--- config.mk ---
export PLATFORM = sky130hd
export DESIGN_NAME = keypad_scan
export DESIGN_NICKNAME = d
export VERILOG_FILES = /design/src/rtl/keypad_pkg.sv /design/src/rtl/sync_2ff.sv /design/src/rtl/keypad_scan.sv
export SDC_FILE = /design/constraint.sdc
export NUM_CORES = 1
export LEC_CHECK = 0
export CAP_MARGIN = 0
export CORE_ASPECT_RATIO = 0.75
export CORE_MARGIN = 2
export CORE_UTILIZATION = 60
export CTS_BUF_LIST = sky130_fd_sc_hd__clkbuf_4 sky130_fd_sc_hd__clkbuf_8 sky130_fd_sc_hd__clkbuf_16
export DETAILED_ROUTE_END_ITERATION = 8
export MAX_ROUTING_LAYER = met4
export PLACE_DENSITY = 0.87
export SYNTH_ARGS = -nofsm -noshare
export SYNTH_HDL_FRONTEND = slang
export SYNTH_SLANG_ARGS = --single-unit
--- constraint.sdc ---
create_clock -name clk -period 4.6 [get_ports clk]
set_clock_uncertainty 0.05 [all_clocks]
set_input_delay 1.15 -clock clk [delete_from_list [all_inputs] [get_ports clk]]
set_output_delay 1.15 -clock clk [all_outputs]
set_load 0.01 [all_outputs]
--- src/rtl/keypad_pkg.sv ---
// Shared types, constants and helpers for the 4x4 keypad scanner.
package keypad_pkg;

  localparam int unsigned NUM_ROWS = 4;
  localparam int unsigned NUM_COLS = 4;

  typedef enum logic [1:0] {
    SCAN,
    DEBOUNCE,
    HELD,
    RELEASE
  } kp_state_t;

  // Hex code of each key, indexed [row][col].
  localparam logic [3:0] KEY_MAP [NUM_ROWS][NUM_COLS] = '{
    '{4'h1, 4'h2, 4'h3, 4'hA},
    '{4'h4, 4'h5, 4'h6, 4'hB},
    '{4'h7, 4'h8, 4'h9, 4'hC},
    '{4'h0, 4'hF, 4'hE, 4'hD}
  };

  typedef struct packed {
    logic       valid;
    logic [1:0] idx;
  } low_idx_t;

  // Index of the single low row; valid is clear for idle or multi-key patterns.
  function automatic low_idx_t one_hot_low_idx(input logic [NUM_ROWS-1:0] rows);
    low_idx_t res;
    res.valid = 1'b1;
    res.idx   = 2'd0;
    case (rows)
      4'b1110: res.idx = 2'd0;
      4'b1101: res.idx = 2'd1;
      4'b1011: res.idx = 2'd2;
      4'b0111: res.idx = 2'd3;
      default: res.valid = 1'b0;
    endcase
    return res;
  endfunction

endpackage

--- src/rtl/sync_2ff.sv ---
// Two-flop synchronizer for asynchronous level inputs.
module sync_2ff #(
  parameter int unsigned      WIDTH     = 4,
  parameter logic [WIDTH-1:0] RESET_VAL = '1
) (
  input  logic             clk,
  input  logic             rst_n,
  input  logic [WIDTH-1:0] d,
  output logic [WIDTH-1:0] q
);

  logic [WIDTH-1:0] meta;

  // Two-stage capture; reset value matches the idle level of the input.
  always_ff @(posedge clk) begin
    if (!rst_n) begin
      meta <= RESET_VAL;
      q    <= RESET_VAL;
    end else begin
      meta <= d;
      q    <= meta;
    end
  end

endmodule

--- src/rtl/keypad_scan.sv ---
// 4x4 matrix keypad scanner with press and release debounce.
module keypad_scan
  import keypad_pkg::*;
#(
  parameter int unsigned DEBOUNCE_TICKS = 3
) (
  input  logic       clk,
  input  logic       rst_n,
  input  logic       scan_tick,
  input  logic [3:0] row_in,
  output logic [3:0] col_out,
  output logic [3:0] key_code,
  output logic       key_valid,
  output logic       key_held
);

  logic [3:0] rows_s;
  kp_state_t  state_q;
  logic [3:0] cnt_q;
  logic [1:0] row_q;
  logic [1:0] col_q;
  low_idx_t   hit;
  logic       idle;
  logic [3:0] cnt_inc;
  logic       cnt_done;

  sync_2ff #(
    .WIDTH    (NUM_ROWS),
    .RESET_VAL(4'hF)
  ) u_row_sync (
    .clk  (clk),
    .rst_n(rst_n),
    .d    (row_in),
    .q    (rows_s)
  );

  assign hit      = one_hot_low_idx(rows_s);
  assign idle     = (rows_s == 4'hF);
  assign cnt_inc  = cnt_q + 4'd1;
  assign cnt_done = (cnt_inc == 4'(DEBOUNCE_TICKS));

  // Scan/debounce FSM; all state and outputs advance only on scan ticks.
  // col_q is the column index, col_out its registered active-low decode.
  always_ff @(posedge clk) begin
    if (!rst_n) begin
      state_q   <= SCAN;
      cnt_q     <= 4'd0;
      row_q     <= 2'd0;
      col_q     <= 2'd0;
      col_out   <= 4'b1110;
      key_code  <= 4'h0;
      key_valid <= 1'b0;
      key_held  <= 1'b0;
    end else begin
      key_valid <= 1'b0;
      if (scan_tick) begin
        unique case (state_q)
          SCAN: begin
            if (hit.valid) begin
              row_q   <= hit.idx;
              cnt_q   <= 4'd1;
              state_q <= DEBOUNCE;
            end else begin
              col_q   <= col_q + 2'd1;
              col_out <= {col_out[2:0], col_out[3]};
            end
          end
          DEBOUNCE: begin
            if (hit.valid && hit.idx == row_q) begin
              cnt_q <= cnt_inc;
              if (cnt_done) begin
                key_code  <= KEY_MAP[row_q][col_q];
                key_valid <= 1'b1;
                key_held  <= 1'b1;
                state_q   <= HELD;
              end
            end else begin
              state_q <= SCAN;
              col_q   <= col_q + 2'd1;
              col_out <= {col_out[2:0], col_out[3]};
            end
          end
          HELD: begin
            // Extra keys while held are ignored; only all-idle starts release.
            if (idle) begin
              cnt_q   <= 4'd1;
              state_q <= RELEASE;
            end
          end
          RELEASE: begin
            if (idle) begin
              cnt_q <= cnt_inc;
              if (cnt_done) begin
                key_held <= 1'b0;
                state_q  <= SCAN;
                col_q    <= col_q + 2'd1;
                col_out  <= {col_out[2:0], col_out[3]};
              end
            end else begin
              state_q <= HELD;
            end
          end
          default: state_q <= SCAN;
        endcase
      end
    end
  end

endmodule

==> impl_metrics.py, run 1 <==
metrics = {
    "global_routing": {
        "grt_usage_pct": 22.8,
        "antenna_found_initial": 0,
        "grt_pass1_vias": 1196,
        "grt_max_degree": 25,
        "gr-total-overflow": 0,
        "grt_first_pass_wirelength_um": 5420,
    },
    "sta": {
        "hold_viol": 0,
        "min_period_ns": 2.83,
        "tightest_slew_ns": 0.562,
        "slew_viol_final": 0,
        "finalCritPeriodShare_pct": 61.5,
        "setup_violations": 0,
        "max_clock_freq_mhz": 353,
        "grt_setup_unrepaired": "no",
        "fin_ws_ns": 1.77,
        "timing.slew.headroom_pct": 62.1,
        "setup-tns-final_ns": 0,
        "fin_hold_ws_ns": 0.380,
    },
    "floorplanning": {
        "die_h_um": 48.6,
        "ios": 17,
        "initial_core_util_pct": 62.2,
        "core-area_um2": 2560,
        "dieWidth_um": 63.5,
        "rows": 16,
        "die_area_um2": 3090,
    },
    "setup_path": {
        "path_class": "in2reg",
        "r2r-end": "cnt_q[1]",
        "slowest_delay_ns": 0.59,
        "r2r_slack_ns": 2.31,
        "cp-start-kind": "input port",
        "worstPathMaxFanout": 7,
        "crit_arrival_ns": 3.04,
        "cpMaxStageDelayCell": "clkdlybuf4s50_1",
        "startpoint": "scan_tick",
        "setup.worst_path.end_class": "flip-flop",
        "reg2regPathDepth": 7,
        "r2r-start": "state_q[0]",
        "required_ns": 4.81,
        "path_cells": "clkdlybuf4s50_1 -> nand3b_1 -> a211oi_1 -> o21ai_0 -> or4_1 -> a21oi_1",
    },
    "clock_tree": {
        "holdBufCountCts": 0,
        "clock_latency_ns": 0.33,
        "cts_made_buffers": 3,
        "cts.sinks": 28,
        "htreeDepth": 1,
        "root_buffer": "clkbuf_4",
        "clk_path_buf_depth": 2,
        "cts_tree": "yes",
        "cts-resized-gates": 0,
        "clkSlewWorstSetupHoldPaths_ns": 0.15,
        "post_cts_buffers": 0,
    },
    "synthesis": {
        "netlist_area_um2": 1590,
        "ys.warnings.count": 0,
        "synth_cell_types": 46,
        "synth_top_area_share_pct": 35.2,
        "synth.area.top_cells": "dfxtp_1 (35%), ha_1 (7.8%), mux2i_1 (6.9%)",
        "synth_top_cell_by_area": "dfxtp_1",
        "synth_edf_count": 0,
        "synth_nets": 196,
        "synth_seq_area_share_pct": 35.2,
        "synthArstFlopShare_pct": 0,
        "ys.flop_type": "dfxtp_1",
        "synthesis.instances": 179,
        "ys_ff_latch": 28,
        "avgSynthCellArea_um2": 8.91,
    },
    "run": {
        "cap_violations": 0,
    },
    "place": {
        "place_hpwl_um": 2310,
        "globalplace.congestion": 0.883,
        "dp.cells": 221,
        "numPortBuffers": 16,
        "pre_cts_slack_ns": 1.42,
    },
    "finish": {
        "fin_nets": 207,
        "insertedDiodeCount": 0,
        "area_delta_synth_final_pct": 10.0,
        "final_cells": 224,
        "drive_above_1_share_pct": 4.79,
    },
    "route": {
        "antenna_left": 0,
        "avgViaCountPerCell": 5.71,
        "drtIter0Drc": 42,
        "routedWlPerCell_um": 13.5,
        "drcViolationCount": 0,
        "wl_um": 3020,
        "drtPass1Iterations": 5,
        "vias": 1279,
    },
    "power": {
        "internal_power_uw": 333,
        "seq_power_share_pct": 57.8,
        "combPwrFrac_pct": 20.8,
        "powerDensity_nw_per_um2": 268,
        "p_leak_uw": 0.000665,
        "p_switching_uw": 137,
        "finalPower_uw": 470,
        "p_clk_share_pct": 21.3,
        "switching_share_pct": 29.1,
        "ir_drop_v": 0.000179,
    },
    "worst_hold_path": {
        "whs_path_depth": 1,
        "hold_path.startpoint": "u_row_sync.meta[1]",
        "whs_endpoint": "u_row_sync.q[1]",
        "worstHoldPathType": "reg2reg",
    },
    "status": {
        "status": "finished, final reports clean",
    },
}
## worst max path at each step
stage,cells past startpoint,to
2_1_floorplan,5,cnt_q[1]
3_3_place_gp,6,cnt_q[1]
3_5_place_dp,6,cnt_q[3]
4_1_cts,6,cnt_q[3]
5_1_grt,6,cnt_q[3]
6_report,6,cnt_q[1]
## worst max-delay path: cells and delay by family
kind                   cells  cell delay [ns]
AND/OR/NAND/NOR            2             0.63
AO/OA/AOI/OAI              3             0.67
buffers and inverters      1             0.59
## routing by layer
layer | vias up | global-route usage (%) | wire length, um
li1 | 647 | - | -
met3 | 4 | 5.81 | 140
met1 | 596 | 28.4 | 1390
met4 | 0 | 5.07 | 36
met5 | - | - | 0
met2 | 32 | 37.5 | 1460
## cells in the final DEF, fill, tap and decap left out, drive strengths merged, types with 3 or more instances in the layout
cell type      instances
mux2i                 11
nand2b                11
or3                    3
a21oi                  8
o21ai                  7
nor2                  11
and2                   3
nor3                   3
ha                    10
a211oi                 5
nand2                 18
nor2b                  3
nand3b                 3
inv                   11
clkdlybuf4s50         16
clkbuf                 3
dfxtp                 28
## synth_stat cells (2+ instances only)
cell type and number:
nor2_1 11, or3_1 3, o2111ai_1 2, buf_6 3
o21ai_0 7, a21oi_1 8, o32ai_1 2, and2_1 3
inv_1 11, nor3b_1 2, nand2_1 18, ha_1 10
buf_4 3, xnor2_1 2, a211oi_1 5, nor2b_1 3
dfxtp_1 28, nand2b_1 11, a211o_1 2, nand3b_1 3
nor3_1 3, nor4_1 2, mux2i_1 11, clkbuf_1 3
buf_1 2
## metrics by stage
step / util, % / cell area [um2]
after floorplan: - / 1590
after global placement: 67.6 / 1730
after detailed placement: 67.6 / 1730
after CTS: 68.5 / 1750
after global routing: 68.5 / 1750
final: 68.5 / 1750
## state kept, by name (all words and copies together) (netlist names)
name	flops
col_q	2
key_valid	1
state_q	2
key_held	1
u_row_sync.meta	4
row_q	2
col_out	4
cnt_q	4
key_code	4
u_row_sync.q	4
## layout make-up
type	instances	area, um2
clock buffer	3	22.5
sequential	28	561
timing repair buffer	17	168
multi-input combinational	129	917
inverter	11	41.3
fill	223	808
tap	36	45.0
## cells by family (layout without fill, tap and decap cells)
logic type / after synthesis / in the layout / synth area share [%]
muxes: 12 / 12 / 8.32
adders and majority gates: 11 / 11 / 8.48
buffers and inverters: 22 / 31 / 7.30
DFF: 28 / 28 / 35.2
and+or+nand+nor: 69 / 69 / 23.9
xor gates and xnor gates: 2 / 2 / 1.10
AOI/OAI and AO/OA: 35 / 35 / 15.7
## power by group through the flow
stage / registers, uW / logic [uW] / clock network, uW
after floorplan: 270 / 80.0 / 0
after global placement: 276 / 91.6 / 0
after detailed placement: 277 / 96.7 / 0
after CTS: 272 / 97.2 / 102
after global routing: 275 / 109 / 112
final: 272 / 98.0 / 100
Note: power is estimated with default switching activity, not from simulation.
==> run 2: changes to the inputs <==
--- a/config.mk
+++ b/config.mk
@@ -8,11 +8,11 @@
 export CAP_MARGIN = 0
 export CORE_ASPECT_RATIO = 0.75
 export CORE_MARGIN = 2
-export CORE_UTILIZATION = 60
+export CORE_UTILIZATION = 50
 export CTS_BUF_LIST = sky130_fd_sc_hd__clkbuf_4 sky130_fd_sc_hd__clkbuf_8 sky130_fd_sc_hd__clkbuf_16
 export DETAILED_ROUTE_END_ITERATION = 8
 export MAX_ROUTING_LAYER = met4
-export PLACE_DENSITY = 0.87
+export PLACE_DENSITY = 0.78
 export SYNTH_ARGS = -nofsm -noshare
 export SYNTH_HDL_FRONTEND = slang
 export SYNTH_SLANG_ARGS = --single-unit
==> constraint.sdc (replaced) <==
create_clock -name clk -period 2.4 [get_ports clk]
set_clock_uncertainty 0.05 [all_clocks]
set_input_delay 0.6 -clock clk [delete_from_list [all_inputs] [get_ports clk]]
set_output_delay 0.6 -clock clk [all_outputs]
set_load 0.01 [all_outputs]
==> impl_metrics.py, run 2 (synthesized netlist as in run 1, its figures left out) <==
metrics = {
    "global_routing": {
        "grt_pass1_vias": 1228,
        "antenna_found_initial": 0,
        "grt_max_degree": 24,
        "gr-total-overflow": 0,
        "grt_usage_pct": 19.7,
        "grt_first_pass_wirelength_um": 5530,
    },
    "sta": {
        "grt_setup_unrepaired": "no",
        "hold_viol": 0,
        "fin_ws_ns": 0.193,
        "timing.slew.headroom_pct": 76.0,
        "max_clock_freq_mhz": 453,
        "fin_hold_ws_ns": 0.366,
        "finalCritPeriodShare_pct": 92.0,
        "slew_viol_final": 0,
        "min_period_ns": 2.21,
        "setup_violations": 0,
        "tightest_slew_ns": 0.357,
    },
    "floorplanning": {
        "dieWidth_um": 69.2,
        "ios": 17,
        "core-area_um2": 3000,
        "die_area_um2": 3660,
        "die_h_um": 52.9,
        "rows": 17,
        "initial_core_util_pct": 53.1,
    },
    "route": {
        "vias": 1325,
        "drtPass1Iterations": 4,
        "drcViolationCount": 0,
        "drtIter0Drc": 73,
        "routedWlPerCell_um": 13.9,
        "antenna_left": 0,
        "wl_um": 3200,
        "avgViaCountPerCell": 5.74,
    },
    "finish": {
        "area_delta_synth_final_pct": 14.1,
        "fin_nets": 211,
        "multi_input_area_um2": 917,
        "drive_above_1_share_pct": 7.25,
        "ff_latch_area_um2": 561,
        "final_cell_mix": "dfxtp_1 (28), nand2_1 (18), clkdlybuf4s50_1 (16)",
        "fillCellCount": 257,
        "final_common_cell": "dfxtp_1",
        "insertedDiodeCount": 0,
        "utilization_pct": 60.7,
    },
    "setup_path": {
        "required_ns": 2.56,
        "path_class": "reg2reg",
        "r2r-start": "state_q[0]",
        "r2r-end": "cnt_q[1]",
        "critPathTopFamily": "simple AND/OR/NAND/NOR gates",
        "worstPathMaxFanout": 6,
        "cpMaxStageDelayCell": "or4_1",
        "cp-start-kind": "flip-flop",
        "endpoint": "cnt_q[1]",
        "path_cells": "inv_1 -> ha_1 -> nand3b_1 -> a211oi_1 -> o21ai_1 -> or4_1 -> a21oi_1",
        "startpoint": "state_q[0]",
        "reg2regPathDepth": 7,
        "cp_num_buf_inv": 1,
        "r2r_slack_ns": 0.19,
        "crit_arrival_ns": 2.36,
        "crit_cells": 7,
        "slowest_delay_ns": 0.49,
        "setup.worst_path.end_class": "flip-flop",
    },
    "clock_tree": {
        "root_buffer": "clkbuf_8",
        "cts_made_buffers": 3,
        "clkSlewWorstSetupHoldPaths_ns": 0.09,
        "clock_latency_ns": 0.28,
        "holdBufCountCts": 0,
        "clk_path_buf_depth": 2,
        "htreeDepth": 1,
        "cts.sinks": 28,
        "post_cts_buffers": 0,
        "cts_tree": "yes",
    },
    "power": {
        "p_leak_uw": 0.000700,
        "ir_drop_v": 0.000318,
        "powerDensity_nw_per_um2": 557,
    },
    "place": {
        "pre_cts_slack_ns": -0.0557,
        "place_hpwl_um": 2380,
        "numPortBuffers": 16,
        "globalplace.congestion": 0.941,
    },
    "run": {
        "cap_violations": 0,
    },
    "status": {
        "status": "finished, final reports clean",
    },
    "worst_hold_path": {
        "worstHoldPathType": "reg2reg",
    },
}
## run 2: per-stage QoR
step                area, um2  setup TNS (ns)  instances  power [uW]
CTS                      1820               0        231        1020
finish                   1820               0        231        1010
global placement         1760               0        227         715
global route             1820               0        231        1060
floorplan                1590               0        179         671
detailed placement       1760          -0.179        227         727
## run 2: how the worst min path moves through the flow
stage                       startpoint               to  slack [ns]  cells past startpoint
finish              u_row_sync.meta[2]  u_row_sync.q[2]        0.37                      1
CTS                 u_row_sync.meta[2]  u_row_sync.q[2]        0.37                      1
detailed placement  u_row_sync.meta[3]  u_row_sync.q[3]        0.35                      1
global placement    u_row_sync.meta[3]  u_row_sync.q[3]        0.34                      1
global route        u_row_sync.meta[0]  u_row_sync.q[0]        0.39                      1
floorplan           u_row_sync.meta[0]  u_row_sync.q[0]        0.34                      1
## run 2: cell type report
class                   count  share of cell area, %
repair buffers             21                   10.9
well taps                  38                   2.61
flip-flops and latches     28                   30.8
multi-input cells         129                   50.4
clock buffers               4                   3.03
inverters                  11                   2.27
## run 2: per-layer routing
metal | global-route usage (%) | vias up | share of wire, %
li1 | - | 657 | -
met1 | 24.0 | 629 | 47
met2 | 32.1 | 33 | 47
met3 | 4.76 | 6 | 4.1
met4 | 7.84 | 0 | 1.6
met5 | - | - | 0
## run 2: where the power goes
group          switching (uW)  leakage, uW  internal [uW]
logic                     101     0.000442           97.6
registers                31.0     0.000229            490
clock network             147    0.0000288            147
total                     279     0.000700            735
## run 2: repair_timing
action,4_1_cts,5_1_grt
hold endpoints to repair,0,0
resized for setup,0,1
setup endpoints to repair,0,4
==> run 3: changes to the inputs <==
--- a/config.mk
+++ b/config.mk
@@ -8,11 +8,12 @@
 export CAP_MARGIN = 0
 export CORE_ASPECT_RATIO = 0.75
 export CORE_MARGIN = 2
-export CORE_UTILIZATION = 50
+export CORE_UTILIZATION = 56
 export CTS_BUF_LIST = sky130_fd_sc_hd__clkbuf_4 sky130_fd_sc_hd__clkbuf_8 sky130_fd_sc_hd__clkbuf_16
 export DETAILED_ROUTE_END_ITERATION = 8
+export DONT_BUFFER_PORTS = 1
 export MAX_ROUTING_LAYER = met4
-export PLACE_DENSITY = 0.78
+export PLACE_DENSITY = 0.77
 export SYNTH_ARGS = -nofsm -noshare
 export SYNTH_HDL_FRONTEND = slang
 export SYNTH_SLANG_ARGS = --single-unit
==> impl_metrics.py, run 3 (synthesized netlist as in run 1, its figures left out) <==
metrics = {
    "sta": {
        "timing.slew.headroom_pct": 66.3,
        "tightest_slew_ns": 0.503,
        "setup_violations": 0,
        "finalCritPeriodShare_pct": 91.9,
        "max_clock_freq_mhz": 453,
        "grt_setup_unrepaired": "no",
        "setup-tns-final_ns": 0,
        "hold_viol": 0,
        "slew_viol_final": 0,
        "min_period_ns": 2.21,
    },
    "clock_tree": {
        "cts_tree": "yes",
        "htreeDepth": 1,
        "clock_latency_ns": 0.28,
        "clk_path_buf_depth": 2,
        "cts_made_buffers": 3,
        "clkSlewWorstSetupHoldPaths_ns": 0.10,
        "cts.sinks": 28,
        "holdBufCountCts": 0,
        "root_buffer": "clkbuf_8",
    },
    "setup_path": {
        "slowest_delay_ns": 0.57,
        "path_class": "reg2reg",
        "required_ns": 2.55,
        "critPathTopFamily": "compound AO/OA/AOI/OAI gates",
        "cp-start-kind": "flip-flop",
        "setup.worst_path.end_class": "flip-flop",
        "path_cells": "ha_1 -> and2_1 -> a41oi_1 -> a2111o_1 -> a211o_1 -> a21oi_1",
        "cp_num_buf_inv": 0,
        "worstPathMaxFanout": 8,
        "cpMaxStageDelayCell": "a2111o_1",
        "crit_arrival_ns": 2.36,
    },
    "finish": {
        "ff_latch_area_um2": 561,
        "final_cells": 208,
        "final_cell_mix": "dfxtp_1 (28), nand2_1 (18)",
        "area_delta_synth_final_pct": 1.88,
        "fin_nets": 190,
        "drive_above_1_share_pct": 5.81,
        "fillCellCount": 233,
        "insertedDiodeCount": 0,
        "final_common_cell": "dfxtp_1",
        "multi_input_area_um2": 922,
    },
    "floorplanning": {
        "core-area_um2": 2660,
        "dieWidth_um": 65.6,
        "ios": 17,
        "rows": 16,
        "die_area_um2": 3290,
        "die_h_um": 50.2,
        "initial_core_util_pct": 59.9,
    },
    "route": {
        "drtPass1Iterations": 4,
        "vias": 1221,
        "drtIter0Drc": 86,
        "drcViolationCount": 0,
        "wl_um": 3050,
        "antenna_left": 0,
        "avgViaCountPerCell": 5.87,
        "routedWlPerCell_um": 14.7,
    },
    "place": {
        "place_hpwl_um": 2260,
        "globalplace.congestion": 0.857,
        "numPortBuffers": 0,
        "dp.cells": 204,
    },
    "power": {
        "p_leak_uw": 0.000616,
        "powerDensity_nw_per_um2": 598,
        "ir_drop_v": 0.000397,
    },
    "worst_hold_path": {
        "worstHoldPathType": "in2reg",
    },
    "global_routing": {
        "antenna_found_initial": 0,
        "grt_max_degree": 25,
        "grt_usage_pct": 21.2,
        "grt_pass1_vias": 1132,
        "grt_first_pass_wirelength_um": 5280,
        "gr-total-overflow": 0,
    },
    "run": {
        "cap_violations": 0,
    },
    "status": {
        "status": "finished, final reports clean",
    },
}
## run 3: cell count changes in the layout (fill, tap and decap cells not counted), sizes merged
cell / delta
buf: -5
clkdlybuf4s50: -16
## run 3: final cells by class
class / instances / area share (%)
multi-input cells: 129 / 56.8
well taps: 36 / 2.77
flip-flops and latches: 28 / 34.5
clock buffers: 4 / 3.39
inverters: 11 / 2.54
## run 3: layer usage
metal | up-vias | global-route usage (%) | share of wire, %
li1 | 613 | - | -
met1 | 584 | 29.6 | 47
met4 | 0 | 3.47 | 0.26
met5 | - | - | 0
met3 | 2 | 5.16 | 4.5
met2 | 22 | 31.8 | 48
## run 3: timing repair
item                       CTS  global route
setup endpoints to repair    0             6
setup buffers                0             0
resized for setup            0             2
## run 3: worst reg2reg max path, delay by kind of cell, from the launching register on
family | cells | cell delay [ns]
AOI/OAI and AO/OA | 4 | 1.22
and+or+nand+nor | 1 | 0.17
adders and majority gates | 1 | 0.27
DFF | 1 | 0.43
## run 3: path summary, 6_finish.rpt
kind         slack (ns)  cells after the start                 end          startpoint
min reg2reg        0.37                      1     u_row_sync.q[3]  u_row_sync.meta[3]
max reg2reg        0.19                      6         key_code[0]            cnt_q[1]
max                0.19                      6         key_code[0]            cnt_q[1]
min                0.35                      1  u_row_sync.meta[1]               rst_n
## run 3: power by group
part           internal (uW)  switching [uW]
combinational           68.0            84.7
clock                    147             146
sequential               490            35.2
## run 3: through the flow
stage          total power (uW)  area [um2]  worst slack [ns]  hold slack (ns)  util (%)
2_1_floorplan               671        1590             0.441            0.336         -
3_3_place_gp                677        1560             0.297            0.351      58.7
3_5_place_dp                686        1560             0.122            0.345      58.7
4_1_cts                     972        1620            0.0871            0.349      60.8
5_1_grt                    1020        1620            0.0286            0.341      61.0
6_report                    971        1620             0.194            0.349      61.0
